==> config.mk <==
export PLATFORM = sky130hd
export DESIGN_NAME = reg_scoreboard
export DESIGN_NICKNAME = d
export VERILOG_FILES = /design/src/rtl/reg_scoreboard.sv
export SDC_FILE = /design/constraint.sdc
export NUM_CORES = 1
export LEC_CHECK = 0
export ABC_CLOCK_PERIOD_IN_PS = 5900
export CORE_MARGIN = 4
export CORE_UTILIZATION = 52
export DETAILED_ROUTE_END_ITERATION = 10
export HOLD_SLACK_MARGIN = 0.15
export PLACE_DENSITY = 0.75
export SYNTH_ARGS = -nofsm -noshare
export SYNTH_HDL_FRONTEND = slang
export SYNTH_SLANG_ARGS = --single-unit
==> constraint.sdc <==
create_clock -name clk -period 5.9 [get_ports clk]
set_input_delay 0.885 -clock clk [delete_from_list [all_inputs] [get_ports clk]]
set_output_delay 0.885 -clock clk [all_outputs]
set_load 0.005 [all_outputs]
==> src/rtl/reg_scoreboard.sv <==
// Register scoreboard: tracks in-flight writes per architectural register,
// stalls decode on RAW hazards or a saturated destination counter, and
// reports writebacks that retire a register with nothing pending.

// Per-register pending-write counter with issue/writeback/flush arbitration.
module reg_pend_cnt #(
    parameter int MAX_PEND = 3
) (
    input  logic       clk,
    input  logic       rst,
    input  logic       flush,
    input  logic       inc,
    input  logic       dec,
    output logic [1:0] cnt,
    output logic [1:0] cnt_nxt,
    output logic       underflow
);
    localparam logic [1:0] SAT = 2'(MAX_PEND);

    // Next count; a paired issue+writeback cancels out, even from zero.
    always_comb begin
        cnt_nxt   = cnt;
        underflow = 1'b0;
        if (flush) begin
            cnt_nxt = 2'd0;
        end else if (inc && dec) begin
            cnt_nxt = cnt;
        end else if (inc) begin
            if (cnt != SAT) cnt_nxt = cnt + 2'd1;
        end else if (dec) begin
            if (cnt != 2'd0) cnt_nxt = cnt - 2'd1;
            else             underflow = 1'b1;
        end
    end

    // Counter register, cleared by synchronous reset.
    always_ff @(posedge clk) begin
        if (!rst) cnt <= 2'd0;
        else      cnt <= cnt_nxt;
    end
endmodule

module reg_scoreboard #(
    parameter int MAX_PEND = 3,
    parameter int CNT_W    = 16
) (
    input  logic             clk,
    input  logic             rst,
    input  logic             issue_valid,
    input  logic             issue_we,
    input  logic [2:0]       issue_rd,
    input  logic             src1_valid,
    input  logic [2:0]       src1_addr,
    input  logic             src2_valid,
    input  logic [2:0]       src2_addr,
    input  logic             wb_valid,
    input  logic [2:0]       wb_addr,
    input  logic             flush,
    output logic             stall,
    output logic [7:0]       busy_mask,
    output logic             err_underflow,
    output logic [CNT_W-1:0] stall_cycles
);
    localparam logic [1:0] SAT = 2'(MAX_PEND);

    logic [7:0][1:0] pend;
    logic [7:0][1:0] pend_nxt;
    logic [7:0]      inc;
    logic [7:0]      dec;
    logic [7:0]      uf;
    logic            hz1, hz2, dsat, accept;

    // Hazard detection uses pre-edge counters only; no writeback bypass.
    always_comb begin
        hz1    = src1_valid && (pend[src1_addr] != 2'd0);
        hz2    = src2_valid && (pend[src2_addr] != 2'd0);
        dsat   = issue_we && (pend[issue_rd] == SAT);
        stall  = rst && !flush && issue_valid && (hz1 || hz2 || dsat);
        accept = rst && !flush && issue_valid && issue_we && !stall;
    end

    genvar i;
    generate
        for (i = 0; i < 8; i++) begin : g_reg
            assign inc[i] = accept && (issue_rd == 3'(i));
            assign dec[i] = rst && wb_valid && (wb_addr == 3'(i));

            reg_pend_cnt #(.MAX_PEND(MAX_PEND)) u_cnt (
                .clk       (clk),
                .rst       (rst),
                .flush     (flush),
                .inc       (inc[i]),
                .dec       (dec[i]),
                .cnt       (pend[i]),
                .cnt_nxt   (pend_nxt[i]),
                .underflow (uf[i])
            );
        end
    endgenerate

    // Busy mask mirrors the post-edge counters; sticky underflow flag.
    always_ff @(posedge clk) begin
        if (!rst) begin
            busy_mask     <= 8'h00;
            err_underflow <= 1'b0;
        end else begin
            for (int k = 0; k < 8; k++) busy_mask[k] <= (pend_nxt[k] != 2'd0);
            if (|uf) err_underflow <= 1'b1;
        end
    end

    // Saturating stall-cycle performance counter.
    always_ff @(posedge clk) begin
        if (!rst)                         stall_cycles <= '0;
        else if (stall && !(&stall_cycles)) stall_cycles <= stall_cycles + 1'b1;
    end
endmodule

==> results of run 1 <==
[routing by layer]
metal	track usage (%)	wire, µm	vias up
met5	0	0	-
met3	4.649	445	6
met2	36.62	3349	99
met1	31.56	3373	1279
met4	4.639	27	0
li1	-	-	1328
[final cells by class]
class                   count  area [µm²]  area share [%]
clock buffers               6       82.58           2.587
repair buffers             46       457.9           14.35
clock inverters             2       37.54           1.176
flip-flops and latches     41       820.8           25.72
well taps                  67       83.83           2.626
inverters                  14       52.55           1.646
multi-input cells         261        1657           51.90
[registers in the layout, indices dropped and copies added (netlist names)]
signal / flops
stall_cycles: 16
busy_mask: 8
g.u_cnt.cnt: 16
err_underflow: 1
[layout by cell type, fill, tap and decap left out, drive strengths merged, types with 6 or more instances in the layout]
cell,n
a211oi,8
a21oi,26
clkbuf,6
clkdlybuf4s50,45
dfxtp,41
inv,14
nand2,30
nand3,17
nand4,7
nor2,21
nor3,14
nor3b,6
nor4,9
nor4b,8
o21ai,27
o31ai,8
[critical path: cells and delay by family]
family / cells / cell delay, ps
buffers and inverters: 2 / 1130
AND/OR/NAND/NOR: 4 / 650
multiplexers: 1 / 530
AO/OA/AOI/OAI: 1 / 60
[per-stage QoR]
stage | cell area [µm²] | power [mW] | utilization [%]
after floorplan | 2634 | 0.3279 | -
after global placement | 3072 | 0.3539 | 63.77
after detailed placement | 3072 | 0.3555 | 63.77
after CTS | 3192 | 0.5942 | 66.26
after global routing | 3192 | 0.6135 | 66.26
final | 3192 | 0.5901 | 66.26
[report_power, final]
part           internal, mW  leakage, nW  switching (mW)
Clock                 0.138       0.0574           0.102
Sequential            0.278        0.330         0.00155
Combinational        0.0302        0.606          0.0409
[path summary, 6_finish.rpt]
check,startpoint,slack [ps],to
setup reg to reg,g_reg[1].u_cnt.cnt[0],3300,stall_cycles[15]
setup / recovery,issue_rd[1],1750,stall
hold / removal,stall_cycles[6],500,stall_cycles[6]
hold reg to reg,stall_cycles[6],500,stall_cycles[6]
[kinds of logic (layout without fill, tap and decap cells)]
group,Yosys count,count (layout)
multiplexers,4,4
AND/OR/NAND/NOR,148,148
flip-flops,41,41
AO/OA/AOI/OAI,102,102
buffers and inverters,35,68
XOR/XNOR,3,3
adder cells (fa/ha/maj),4,4
==> flow_summary.toml, run 1 <==
[cells_and_area]
nets = 390
final_cells = 437
layout-drive-gt1-share_pct = 6.216
diodes = 0
fillers = 440
syn_to_final_growth_pct = 21.19

[logic_synthesis]
ys_ff_latch = 41
synth_fa_ha_area_share_pct = 1.615
yosys.area_share.simple_pct = 32.78
synth-main-ff-cell = "dfxtp_1"
synthMuxAreaShare_pct = 1.995
ys_top_cells_by_area = "dfxtp_1, o21ai_0, a21oi_1"
synth_top_family_by_area = "simple AND/OR/NAND/NOR gates"
syn_avg_cell_area_um2 = 7.815
asyncSetResetFlopFracSynth_pct = 0
synth_xor_area_share_pct = 0.9976
ys_seq_area_share_pct = 31.16
post-synth-top-count-cell = "dfxtp_1"
syn_inst = 337
synthTopCellsByCount = "dfxtp_1, nand2_1, o21ai_0"
synth_edf_count = 0
synth_compound_area_share_pct = 25.51
syn_area_um2 = 2634
ys_warn_count = 0
yosysUniqueCellTypes = 58
yosys.area.top_type = "dfxtp_1"
syn-num-nets = 358
synth_top_area_share_pct = 31.16

[setup_path]
reg2regPathDepth = 7
cpPeakStageDelay_ps = 610
worstSetupStartpointType = "input port"
cp.arrival_ps = 3270
critPathKind = "in -> out"
path_common_cell = "nor2_1"
path_cells = "clkdlybuf4s50_1 -> and3b_1 -> a31oi_1 -> mux4_2 -> nor2_1 -> nor2_1 -> nor2_1 -> clkdlybuf4s50_1"
critPathMaxFanout = 13
worstPathRequired_ps = 5020
critical-path-slowest-cell = "clkdlybuf4s50_1"
cp-end-kind = "primary output"

[power]
peakVddDrop_mv = 0.1865
powerDensity_nw_per_um2 = 184.9
power.leakage_nw = 0.9933

[route]
vias = 2712
postRouteAntennaNets = 0
wl_mm = 7.195
post-route-drc-count = 0
first_pass_iters = 5
wl_per_cell_um = 16.46
vias_per_cell = 6.206
drtIter0Drc = 139

[cts]
tritoncts = "built"
cts_buffer_depth = 2
post_cts_buffers = 0
clk_pin_slew_ps = 80
root_buffer = "clkbuf_8"
postCtsHoldBufs = 0
ctsResizeCount = 0
numCtsBuffers = 5
cts.sinks = 41
cts_max_level = 2
clock_latency_ps = 290

[place]
dp_hpwl_mm = 5.357
portBuffers = 45
dp_cells = 429
dp_slack_ps = 1789
place.gp.congestion = 0.9256

[floorplanning]
fp-row-count = 25
coreArea_um2 = 4817
start_util_pct = 54.68
design.die.area_um2 = 6268
die_h_um = 79.17
ios = 46
chipWidth_um = 79.17

[global_route]
grt_pass1_wl_mm = 11.47
grt_overflow = 0
grt_max_degree = 22
grt_pass1_vias = 2437
antenna_found_initial = 0
grt_use_total_pct = 22.76

[timing]
whs_ps = 497.3
relSlewSlack_pct = 49.75
fin_tns_setup_ps = 0
fmax_mhz = 240.7
clock_skew_ps = 7.339
rsz0062_at_grt = "no"
finalSetupViolCount = 0
drv_slew = 0
min_period_ps = 4155
layout_setup_ws_ps = 1745
period_share_pct = 70.42
finalHoldViolations = 0
worst-slew-pin-transition_ps = 751.9

[outcome]
status = "finished, final reports clean"

[hold_path]
whs_path_depth = 2
hold_path_class = "reg -> reg"

[flow_run]
cap_viol_max_count = 0
No activity file was read; power rests on OpenSTA's default activity.
==> run 2: changes to the inputs <==
Settings changed: ABC_CLOCK_PERIOD_IN_PS 5900 to 3700, CORE_UTILIZATION 52 to 48, PLACE_DENSITY 0.75 to 0.73.
Clock period 5.9 ns to 3.7 ns, I/O delays scaled along.
==> run 2 against run 1 <==
  * Sequential share of layout area grew 0.10 points
  * Clock-buffer cell count unchanged
  * Largest cell class unchanged
  * Register-to-register slack worse by 2200 ps
  * Total power up 45%
  * Non-clock buffer count grew 3
==> flow_summary.toml, run 2 (synthesis gave the netlist of run 1 again) <==
[timing]
fin_tns_setup_ps = 0
drv_slew = 0
fmax_mhz = 293.7
rsz0062_at_grt = "no"
finalHoldViolations = 0
clock_skew_ps = 5.924
worst-slew-pin-transition_ps = 810.3
min_period_ps = 3405
period_share_pct = 92.02
relSlewSlack_pct = 45.22
finalSetupViolCount = 0

[place]
portBuffers = 45
place.gp.congestion = 0.9253
dp_cells = 435
dp_hpwl_mm = 5.224

[cells_and_area]
reg.largest.list = "g.u_cnt.cnt: 16 flops, stall_cycles: 16 flops, busy_mask: 8 flops"
multi_input_area_um2 = 1657
regArea_um2 = 820.8
final_cells = 442
syn_to_final_growth_pct = 20.71
mostFrequentLayoutCells = "clkdlybuf4s50_1, dfxtp_1, nand2_1"
diodes = 0
fillers = 490
layout-drive-gt1-share_pct = 6.452
layout_commonest_cell = "clkdlybuf4s50_1"
nets = 393

[setup_path]
critPathKind = "in -> out"
worstPathRequired_ps = 3140
worstSetupStartpointType = "input port"
critPathMaxFanout = 13
cp-end-kind = "primary output"
cp.arrival_ps = 2850

[cts]
root_buffer = "clkbuf_8"
ctsResizeCount = 0
clk_pin_slew_ps = 80
postCtsHoldBufs = 0
tritoncts = "built"
clock_latency_ps = 300
cts_buffer_depth = 2
post_cts_buffers = 0
cts.sinks = 41
cts_max_level = 2
numCtsBuffers = 5

[floorplanning]
start_util_pct = 50.60
coreArea_um2 = 5205
design.die.area_um2 = 6736
fp-row-count = 26
ios = 46
chipWidth_um = 82.08
die_h_um = 82.08

[global_route]
antenna_found_initial = 0
grt_use_total_pct = 22.53
grt_max_degree = 22
grt_pass1_vias = 2454
grt_overflow = 0
grt_pass1_wl_mm = 11.75

[route]
post-route-drc-count = 0
wl_mm = 7.054
vias_per_cell = 6.179
postRouteAntennaNets = 0
wl_per_cell_um = 15.96
drtIter0Drc = 226
first_pass_iters = 5
vias = 2731

[power]
peakVddDrop_mv = 0.1949
powerDensity_nw_per_um2 = 268.7
power_mw = 0.8544
power.leakage_nw = 0.9923

[outcome]
status = "finished, final reports clean"

[flow_run]
cap_viol_max_count = 0

[hold_path]
hold_path_class = "reg -> reg"
==> run 2: per-layer routing <==
| layer | track usage [%] | vias to the layer above | part of all wire [%] | wire length (µm) |
|---|---|---|---|---|
| met5 | 0 | - | 0 | 0 |
| met4 | 5.814 | 0 | 1.1 | 77 |
| met3 | 4.496 | 9 | 6.1 | 433 |
| met2 | 33.93 | 89 | 44 | 3137 |
| met1 | 32.62 | 1291 | 48 | 3405 |
| li1 | - | 1342 | - | - |
==> run 2: through the flow <==
| stage | instance area, µm² | hold slack, ps | utilization [%] | worst slack, ps |
|---|---|---|---|---|
| 5_1_grt | 3179 | 548.6 | 61.08 | 133.9 |
| 3_3_place_gp | 3098 | 482.4 | 59.52 | 351.9 |
| 4_1_cts | 3179 | 505.7 | 61.08 | 299.9 |
| 2_1_floorplan | 2634 | 476.7 | - | 1287 |
| 3_5_place_dp | 3098 | 484.7 | 59.52 | 303.8 |
| 6_report | 3179 | 504.3 | 61.08 | 295.4 |
==> run 2: final timing paths <==
| check | cells after the start | endpoint | slack (ps) | startpoint |
|---|---|---|---|---|
| worst max-delay path | 8 | stall | 300 | issue_rd[1] |
| worst min-delay path | 2 | stall_cycles[6] | 500 | stall_cycles[6] |
| worst max register to register | 8 | busy_mask[4] | 1130 | g_reg[0].u_cnt.cnt[1] |
| worst min register to register | 2 | stall_cycles[6] | 500 | stall_cycles[6] |
==> run 2: layout make-up <==
| cell class | count | share of cell area, % |
|---|---|---|
| Clock buffer | 6 | 2.283 |
| Clock inverter | 1 | 0.2755 |
| Inverter | 14 | 1.653 |
| Multi-Input combinational cell | 261 | 52.11 |
| Sequential cell | 41 | 25.82 |
| Tap cell | 70 | 2.755 |
| Timing Repair Buffer | 49 | 15.11 |
==> run 2: critical path, cell delays in order <==
cell,delay [ps]
clkdlybuf4s50_1,600
and3b_1,290
a31oi_1,50
mux4_2,540
nor2_1,130
nor2_1,80
nor2_1,100
clkdlybuf4s50_1,510
==> run 2: report_power, final <==
part,leakage (nW),switching [mW],internal [mW]
clock network,0.0412,0.161,0.131
registers,0.330,0.00242,0.443
logic,0.621,0.0665,0.0510
